`src/rtl/conv_sequencer_if.sv`:
```
// Source-side handshake bundle for conv_sequencer: kernel byte stream plus
// 3-channel image column stream, each with its own valid/ready pair.
// The master modport is the upstream source, the slave modport is the sequencer.
interface conv_sequencer_if;
    logic       k_valid;
    logic       k_ready;
    logic [7:0] k_data;
    logic       i_valid;
    logic       i_ready;
    logic [4:0] i_data_1;
    logic [4:0] i_data_2;
    logic [4:0] i_data_3;

    modport master (
        output k_valid, k_data, i_valid, i_data_1, i_data_2, i_data_3,
        input  k_ready, i_ready
    );

    modport slave (
        input  k_valid, k_data, i_valid, i_data_1, i_data_2, i_data_3,
        output k_ready, i_ready
    );
endinterface

```
`src/rtl/conv_sequencer.sv`:
```
// conv_sequencer: front-end controller for the depth-wise separable
// convolution datapath. Loads KER_LEN kernel bytes paired with the first
// image columns, then streams the rest of the image bubble-free, counts
// datapath results and reports DONE or a sticky ERR to the host.
// Optional feature: define CONV_SEQ_WDOG_EN to add a DRAIN watchdog that
// aborts the job after WDOG cycles without DP_OUT_VALID.
module conv_sequencer #(
    parameter int KER_LEN = 24,
    parameter int IMG_LEN = 122,
    parameter int OUT_LEN = 88,
    parameter int WDOG    = 255
) (
    input  logic             clk,
    input  logic             rst_n,
    input  logic             start,
    conv_sequencer_if.slave  src,
    output logic             dp_reset,
    output logic             dp_in_valid,
    output logic             dp_kernel_valid,
    output logic [7:0]       dp_kernel,
    output logic [4:0]       dp_in_data_1,
    output logic [4:0]       dp_in_data_2,
    output logic [4:0]       dp_in_data_3,
    input  logic             dp_out_valid,
    output logic             busy,
    output logic             done,
    output logic             err
);

    // Counter widths are fixed (5-bit kernel, 7-bit column/result), so
    // reject parameter sets that would make them wrap inside a job.
    if (IMG_LEN < KER_LEN || KER_LEN < 1 || KER_LEN > 32 || IMG_LEN > 128 ||
        OUT_LEN < 1 || OUT_LEN > 127 || WDOG < 1 || WDOG > 256) begin : g_param_check
        $error("conv_sequencer: unsupported parameter set");
    end

    localparam logic [4:0] KER_LAST = 5'(KER_LEN - 1);
    localparam logic [6:0] COL_LAST = 7'(IMG_LEN - 1);
    localparam logic [6:0] OUT_MAX  = 7'(OUT_LEN);

    typedef enum logic [2:0] {
        IDLE,
        CLR,
        LOAD,
        STREAM,
        DRAIN
    } state_t;

    state_t     state;
    logic       hold;
    logic [4:0] ker_cnt;
    logic [6:0] col_cnt;
    logic [6:0] out_cnt;
    logic [6:0] out_next;
    logic       pair_valid;
    logic       wdog_hit;

    assign pair_valid = src.k_valid && src.i_valid;

    // In LOAD a kernel byte and an image column move only as a pair, so both
    // readies follow the joint valid; STREAM accepts image columns every cycle.
    assign src.k_ready = (state == LOAD) && pair_valid;
    assign src.i_ready = ((state == LOAD) && pair_valid) || (state == STREAM);

    // Result count including this cycle's DP_OUT_VALID, saturating at OUT_LEN.
    always_comb begin
        out_next = out_cnt;
        if ((state == STREAM || state == DRAIN) && dp_out_valid && (out_cnt < OUT_MAX)) begin
            out_next = out_cnt + 7'd1;
        end
    end

`ifdef CONV_SEQ_WDOG_EN
    localparam logic [7:0] WDOG_LAST = 8'(WDOG - 1);

    logic [7:0] wdog_cnt;

    assign wdog_hit = (state == DRAIN) && !dp_out_valid && (wdog_cnt == WDOG_LAST);

    // Idle-cycle counter for DRAIN, restarted by every datapath result.
    always_ff @(posedge clk or negedge rst_n) begin
        if (!rst_n) begin
            wdog_cnt <= '0;
        end else if (state != DRAIN || dp_out_valid) begin
            wdog_cnt <= '0;
        end else begin
            wdog_cnt <= wdog_cnt + 8'd1;
        end
    end
`else
    assign wdog_hit = 1'b0;
`endif

    // Job sequencing FSM with registered datapath strobes and host status.
    // 'hold' stretches DP_RESET to two cycles both in CLR and after an abort.
    always_ff @(posedge clk or negedge rst_n) begin
        if (!rst_n) begin
            state           <= IDLE;
            hold            <= 1'b0;
            ker_cnt         <= '0;
            col_cnt         <= '0;
            out_cnt         <= '0;
            dp_reset        <= 1'b0;
            dp_in_valid     <= 1'b0;
            dp_kernel_valid <= 1'b0;
            dp_kernel       <= '0;
            dp_in_data_1    <= '0;
            dp_in_data_2    <= '0;
            dp_in_data_3    <= '0;
            busy            <= 1'b0;
            done            <= 1'b0;
            err             <= 1'b0;
        end else begin
            done            <= 1'b0;
            dp_in_valid     <= 1'b0;
            dp_kernel_valid <= 1'b0;
            out_cnt         <= out_next;
            case (state)
                IDLE: begin
                    if (hold) begin
                        hold <= 1'b0;
                    end else begin
                        dp_reset <= 1'b0;
                    end
                    if (start) begin
                        state    <= CLR;
                        busy     <= 1'b1;
                        err      <= 1'b0;
                        dp_reset <= 1'b1;
                        hold     <= 1'b1;
                        ker_cnt  <= '0;
                        col_cnt  <= '0;
                        out_cnt  <= '0;
                    end
                end
                CLR: begin
                    if (hold) begin
                        hold <= 1'b0;
                    end else begin
                        dp_reset <= 1'b0;
                        state    <= LOAD;
                    end
                end
                LOAD: begin
                    if (pair_valid) begin
                        dp_kernel       <= src.k_data;
                        dp_in_data_1    <= src.i_data_1;
                        dp_in_data_2    <= src.i_data_2;
                        dp_in_data_3    <= src.i_data_3;
                        dp_in_valid     <= 1'b1;
                        dp_kernel_valid <= 1'b1;
                        ker_cnt         <= ker_cnt + 5'd1;
                        col_cnt         <= col_cnt + 7'd1;
                        if (ker_cnt == KER_LAST) begin
                            state <= (col_cnt == COL_LAST) ? DRAIN : STREAM;
                        end
                    end
                end
                STREAM: begin
                    if (!src.i_valid) begin
                        err      <= 1'b1;
                        dp_reset <= 1'b1;
                        hold     <= 1'b1;
                        busy     <= 1'b0;
                        state    <= IDLE;
                    end else begin
                        dp_in_data_1 <= src.i_data_1;
                        dp_in_data_2 <= src.i_data_2;
                        dp_in_data_3 <= src.i_data_3;
                        dp_in_valid  <= 1'b1;
                        col_cnt      <= col_cnt + 7'd1;
                        if (col_cnt == COL_LAST) begin
                            state <= DRAIN;
                        end
                    end
                end
                DRAIN: begin
                    if (out_next == OUT_MAX) begin
                        done  <= 1'b1;
                        busy  <= 1'b0;
                        state <= IDLE;
                    end else if (wdog_hit) begin
                        err      <= 1'b1;
                        dp_reset <= 1'b1;
                        hold     <= 1'b1;
                        busy     <= 1'b0;
                        state    <= IDLE;
                    end
                end
                default: begin
                    busy  <= 1'b0;
                    state <= IDLE;
                end
            endcase
        end
    end

endmodule
```
`src/flat_wrapper.sv`:
```
// flat-port wrapper written by rule: the top's interface ports become plain ports
module conv_sequencer_flat 
#(
    parameter int KER_LEN = 24,
    parameter int IMG_LEN = 122,
    parameter int OUT_LEN = 88,
    parameter int WDOG    = 255
)
  (clk, rst_n, start, dp_reset, dp_in_valid, dp_kernel_valid, dp_kernel, dp_in_data_1, dp_in_data_2, dp_in_data_3, dp_out_valid, busy, done, err, src_k_valid, src_k_data, src_i_valid, src_i_data_1, src_i_data_2, src_i_data_3, src_k_ready, src_i_ready);
  conv_sequencer_if src_i ();
  input  logic clk;
  input  logic rst_n;
  input  logic start;
  output logic dp_reset;
  output logic dp_in_valid;
  output logic dp_kernel_valid;
  output logic [7:0] dp_kernel;
  output logic [4:0] dp_in_data_1;
  output logic [4:0] dp_in_data_2;
  output logic [4:0] dp_in_data_3;
  input  logic dp_out_valid;
  output logic busy;
  output logic done;
  output logic err;
  input wire logic [$bits(src_i.k_valid)-1:0] src_k_valid;
  input wire logic [$bits(src_i.k_data)-1:0] src_k_data;
  input wire logic [$bits(src_i.i_valid)-1:0] src_i_valid;
  input wire logic [$bits(src_i.i_data_1)-1:0] src_i_data_1;
  input wire logic [$bits(src_i.i_data_2)-1:0] src_i_data_2;
  input wire logic [$bits(src_i.i_data_3)-1:0] src_i_data_3;
  output wire logic [$bits(src_i.k_ready)-1:0] src_k_ready;
  output wire logic [$bits(src_i.i_ready)-1:0] src_i_ready;
  assign src_i.k_valid = src_k_valid;
  assign src_i.k_data = src_k_data;
  assign src_i.i_valid = src_i_valid;
  assign src_i.i_data_1 = src_i_data_1;
  assign src_i.i_data_2 = src_i_data_2;
  assign src_i.i_data_3 = src_i_data_3;
  assign src_k_ready = src_i.k_ready;
  assign src_i_ready = src_i.i_ready;
  conv_sequencer #(.KER_LEN(KER_LEN), .IMG_LEN(IMG_LEN), .OUT_LEN(OUT_LEN), .WDOG(WDOG)) u_core (.clk(clk), .rst_n(rst_n), .start(start), .src(src_i), .dp_reset(dp_reset), .dp_in_valid(dp_in_valid), .dp_kernel_valid(dp_kernel_valid), .dp_kernel(dp_kernel), .dp_in_data_1(dp_in_data_1), .dp_in_data_2(dp_in_data_2), .dp_in_data_3(dp_in_data_3), .dp_out_valid(dp_out_valid), .busy(busy), .done(done), .err(err));
endmodule
```
`config.mk`:
```
export PLATFORM = sky130hd
export DESIGN_NAME = conv_sequencer_flat
export DESIGN_NICKNAME = d
export VERILOG_FILES = /design/src/rtl/conv_sequencer_if.sv /design/src/rtl/conv_sequencer.sv /design/src/flat_wrapper.sv
export SDC_FILE = /design/constraint.sdc
export NUM_CORES = 1
export LEC_CHECK = 0
export ABC_AREA = 0
export BUFFER_PORTS_ARGS = -buffer_cell sky130_fd_sc_hd__buf_2
export CORE_MARGIN = 8
export CORE_UTILIZATION = 35
export DETAILED_ROUTE_END_ITERATION = 10
export GPL_TIMING_DRIVEN = 0
export HOLD_SLACK_MARGIN = 0.03
export PLACE_DENSITY_LB_ADDON = 0.1
export SETUP_SLACK_MARGIN = 0.2
export SYNTH_ARGS = -nofsm -noshare
export SYNTH_HDL_FRONTEND = slang
export SYNTH_SLANG_ARGS = --single-unit
```
`constraint.sdc`:
```
create_clock -name clk -period 2.9 [get_ports clk]
set_clock_uncertainty 0.2 [all_clocks]
set_input_delay 0 -clock clk [delete_from_list [all_inputs] [get_ports clk]]
set_output_delay 0 -clock clk [all_outputs]
set_load 0.05 [all_outputs]
```
# Word level (Yosys, flattened, before mapping)
# Cells that the tools add are included.
[classes]
n_reduce_logical = 21
bitwise_logic = 1
n_lt_le_gt_ge = 1
mux = 46
add_sub_neg = 3
eq_ne = 15
[op_table]
columns = ["op", "count"]
rows = [
  ["7-bit two-way mux", 6],
  ["5-bit two-way mux", 8],
  ["5-bit one-hot mux with 2 select lines", 4],
  ["3-bit two-way mux", 8],
  ["7-bit one-hot mux with 3 select lines", 1],
  ["3-bit one-hot mux with 5 select lines", 1],
  ["7-bit by 1-bit adder with 7-bit output (second input constant)", 2],
  ["7-bit equality test (second input constant)", 2],
  ["1-bit two-way mux", 13],
  ["2-bit != test (second input constant)", 6],
  ["3-bit AND reduction", 3],
  ["4-bit AND reduction", 2],
  ["7-bit < comparator (second input constant)", 1],
  ["3-bit by 2-bit equality test with 1-bit output (second input constant)", 2],
  ["1-bit one-hot mux with 3 select lines", 2],
  ["6-bit AND reduction", 1],
  ["2-bit nonzero test", 3],
  ["3-bit nonzero test", 2],
  ["5-bit by 1-bit adder with 5-bit output (second input constant)", 1],
  ["5-bit equality test (second input constant)", 1],
  ["1-bit logical AND", 4],
  ["1-bit one-hot mux with 2 select lines", 2],
  ["1-bit one-hot mux with 4 select lines", 1],
  ["2-bit AND reduction", 2],
  ["other kinds (8)", 9],
]
[word_totals]
input_bits = 29
out_inout_bits = 31
reg_bits = 52
elab_cells = 102

# Longest topological paths before layout
[depth]
ltp_word = 8
depth_mapped = 7
ltp_nobuf = 7

# Worst setup path before layout
# Ideal clock, no wire load.
[synth_timing]
path_type = "reg2reg"
from = "register u_core.state[2]"
to = "register u_core.busy"
path_stages_with_launch = 7
arrival_ns = 1.878
setup_ns = 0.120
t_required_ns = 2.580
slack_ns = 0.702
cell_sequence = "dfrtp_1 -> buf_4 -> or3b_4 -> a221oi_4 -> nand4_1 -> a32o_1 -> a31o_1"
[synth_via]
elab_chain_cells = 8
word_cells_on_any_way = 17
[synth_lines]
columns = ["item", "line_no", "rtl"]
rows = [
  ["start, declared", "conv_sequencer.sv:49", "state_t state;"],
  ["start signal, assigned", "conv_sequencer.sv:155", "state <= (col_cnt == COL_LAST) ? DRAIN : STREAM;"],
  ["3-bit by 2-bit equality test with 1-bit output / 3-bit equality test (equally long branches)", "conv_sequencer.sv:68, conv_sequencer.sv:118", ""],
  ["1-bit logical OR", "conv_sequencer.sv:68", "if ((state == STREAM || state == DRAIN) && dp_out_valid && (out_cnt < OUT_MAX)) begin"],
  ["1-bit logical AND (2 in a row)", "conv_sequencer.sv:68", ""],
  ["7-bit two-way mux", "conv_sequencer.sv:68", ""],
  ["7-bit equality test", "conv_sequencer.sv:178", "if (out_next == OUT_MAX) begin"],
  ["2-bit != test (no line)", "--", ""],
  ["4-bit AND reduction (no line)", "--", ""],
  ["end signal, assigned", "conv_sequencer.sv:180", "busy <= 1'b0;"],
  ["end signal, assigned", "conv_sequencer.sv:186", "busy <= 1'b0;"],
  ["end signal, assigned", "conv_sequencer.sv:191", "busy <= 1'b0;"],
  ["end, declared", "conv_sequencer.sv:25", "output logic busy,"],
]
# Several ways; a longest one is shown, not always the timed one.
# A chain may end at the register's enable or synchronous reset.

# Final worst setup path
[layout_timing]
from = "register u_core.state[0]"
to = "output port src_k_ready"
[layout_via]
elab_chain_cells = 2
[layout_lines]
columns = ["item", "line_no", "rtl"]
rows = [
  ["3-bit by 2-bit equality test with 1-bit output", "conv_sequencer.sv:62", "assign src.k_ready = (state == LOAD) && pair_valid;"],
  ["1-bit logical AND", "conv_sequencer.sv:62", ""],
  ["end, declared", "flat_wrapper.sv:31", "output wire logic [$bits(src_i.k_ready)-1:0] src_k_ready;"],
]
# Every way passes these cells.

==> results.md <==
- Core Region: between 6000 and 7000 um2
- PortBufs: 59
- Hold WC Path Type: primary input to flop
- Total GRT Usage: around an eighth
- RSZ-0062 raised after global routing: false
- Largest net degree at the start of global routing: between 50 and 60
- Type of origin of the critical path: flop
- Fin cells: 410
- Outcome: completed
- Nets: roughly 360
- Post-synth cell types: roughly 40
- Root Buffer: clkbuf_8
- Final Cycle Share: a little over 80%
- Synthesized area: around 2400 um2
- Floorplan row count: 30
- Net Count, Synth: ~270
- Clock tree buffer depth: 2
- Worst EP required: between 2 and 3 ns
- Initial antenna violation count: 0
- Sum Neg Setup Slack: 0 ns
- Highest Clock Rate: 417 MHz
- Post-Syn Instances: about 230
- Max IR drop VDD: 543 uV
- Via count: 1982
- Die Ht: between 90 and 100 um
- Max-slew violations: 0
- Crit Path Class: flop to output pin
- Static leakage: between 1.5 and 2 nW
- Synth Warn #: 0
- PD cells: roughly 950 nW/um2
- Clock sink count: 52
- Dpl cells: 372
- Post-synthesis async set-or-reset flop share: 100%
- Seq cells post-synth: between 50 and 60
- Crit-path max FO: 11
- GPL Wtd Cong: around 0.8
- Syn Area/Cell: between 10 and 15 um2
- Clk slew on worst S/H paths: 0.10 ns
- Routed WL per cell: 14.0 um
- Max Cap Viol: 0
- TritonCTS Buffers: 5
- Finish-stage setup viols: 0
- Worst skew pair latency: 0.31 ns
- DRC violations left: 0
- Dpl ws: 0.335 ns
- Tot Pwr: between 3 and 4 mW
- Drt pass-1 iters: 4
- Sequential fraction of the synthesis area: roughly 54%
- Post-DP HPWL: between 3000 and 4000 um
- Postcts setup bufs: 0
- Least-Margin Pin Slew: 1.18 ns
- Setup WS post-layout: 0.504 ns
- Tmin final: approximately 2.4 ns
- Worst setup EP type: output pin
- Layout cells sized above 1: ~28%
- Global route total overflow: 0
- # diodes: 0
- Hold Vio Cnt, Final: 0
- Global-route wire length before repair: 10100 um
- Vias in the first global route: between 2000 and 2500
- IO Pins: 60
- Die W: around 100 um
- P&R area growth vs syn: 32.8%
- Vias per cell: just under 5
- CTS H-tree lvls: 2
- Antenna Nets Post-Route: 0
- Critical path arrival: between 2 and 2.5 ns
- CTS tree: built
- Post-synth EDFFs: 0
- Starting density of the core: approximately 36%
- Top FF cell, synth: dfrtp_1
- Die area: ~9800 um2
- Starting DRT DRC Count: 48
- Drt total wl: around 5700 um
- Slew margin rel.: roughly a fifth
-- logic make-up (layout without fill, tap and decap cells) --
| group | Yosys count | in the layout | share of synthesized area [%] |
|---|---|---|---|
| buffers and inverters | 12 | 109 | 2.06 |
| multiplexers | 16 | 16 | 7.38 |
| AND/OR/NAND/NOR | 101 | 101 | 19.7 |
| adder cells (fa/ha/maj) | 4 | 4 | 2.07 |
| flip-flops | 52 | 52 | 53.7 |
| AO/OA/AOI/OAI | 34 | 34 | 10.1 |
| XOR/XNOR | 14 | 14 | 5.06 |
-- worst paths after layout --
path,startpoint,end,slack (ns),cells past startpoint
setup / recovery,u_core.state[0],src_k_ready,0.50,6
setup reg to reg,u_core.state[0],u_core.dp_in_data_3[1],0.52,5
max in group asynchronous,rst_n,u_core.state[2],1.50,2
min in group asynchronous,rst_n,u_core.dp_reset,0.25,2
hold reg to reg,u_core.dp_kernel[3],u_core.dp_kernel[3],0.28,2
hold / removal,src_k_data[4],u_core.dp_kernel[4],0.22,4
-- flip-flops by register name, summed over array words and instances, names as in the netlist --
signal and flops:
u_core.state 3, u_core.dp_in_data_2 5, u_core.col_cnt 7, u_core.dp_in_valid 1, u_core.dp_kernel 8, u_core.dp_kernel_valid 1
u_core.ker_cnt 5, u_core.out_cnt 7, u_core.busy 1, u_core.err 1, u_core.dp_in_data_3 5, u_core.dp_reset 1
u_core.done 1, u_core.dp_in_data_1 5, u_core.hold 1
-- worst max-delay path, stage by stage (launching register included) --
cell and delay (ns):
dfrtp_1 0.40, clkbuf_1 0.22, nor2_1 0.31, nand2_1 0.11, inv_1 0.12, clkbuf_1 0.37
buf_2 0.35
-- report_power, final --
group / internal, mW / leakage (nW) / switching (mW)
registers: 0.962 / 0.664 / 0.156
clock network: 0.194 / 0.0434 / 0.245
logic: 0.436 / 0.837 / 1.08
total: 1.59 / 1.54 / 1.48
-- layout make-up --
class	count	area (um2)
buffer	8	35.0
clock buffer	6	82.6
clock inverter	2	15.0
fill	640	3540
inverter	4	15.0
multi-input combinational	169	1070
sequential	52	1300
tap	80	100
timing repair buffer	89	596
-- synthesized netlist by cell type (2+ instances only) --
library cell	count	area share, %
a21o_1	2	0.62
a21oi_1	8	1.7
a22o_1	2	0.72
a31o_1	2	0.72
and3_1	3	0.77
clkbuf_1	6	0.93
dfrtp_1	52	54
ha_1	4	2.1
inv_1	4	0.62
mux2_2	15	7.0
nand2_1	43	6.7
nand2b_1	4	1.0
nand3_1	3	0.62
nand4_1	8	2.1
nand4b_1	3	1.1
nor2_1	24	3.7
nor2b_1	2	0.52
nor3_1	3	0.62
o21ai_0	10	2.1
or3_1	2	0.52
xnor2_1	3	1.1
xor2_1	11	4.0
-- timing repair --
action | CTS | global route
hold buffers | 30 | 0
setup endpoints to repair | 0 | 8
gates resized for setup | 0 | 1
hold endpoints to repair | 87 | 0
-- cell usage in the layout (no fill, tap or decap), types with 2 or more instances in the layout --
cell type / instances
buf_2: 60
dfrtp_1: 52
nand2_1: 43
dlygate4sd3_1: 30
nor2_1: 23
mux2_2: 15
xor2_1: 11
o21ai_0: 10
a21oi_1: 8
nand4_1: 8
clkbuf_1: 6
clkbuf_8: 6
inv_1: 4
nand2b_1: 4
ha_1: 4
and3_1: 3
nor3_1: 3
xnor2_1: 3
nand4b_1: 3
nand3_1: 3
a21o_1: 2
nor2b_1: 2
a22o_1: 2
or3_1: 2
a31o_1: 2
clkinvlp_4: 2
-- metrics by stage --
step	hold slack, ns	util (%)	instance area (um2)
final	0.217	47.6	3220
after global routing	0.229	47.6	3220
after CTS	0.206	47.6	3220
after detailed placement	-0.00398	41.7	2820
after global placement	-0.00909	41.7	2820
after floorplan	-0.496	-	2420
-- per-layer routing --
layer / up-vias / track usage, % / routed length, um
met5: - / 0 / 0
met1: 935 / 14.3 / 2590
met3: 4 / 4.05 / 297
met4: 0 / 2.91 / 47
met2: 45 / 21.7 / 2800
li1: 998 / - / -
Note: power is estimated with default switching activity, not from simulation.
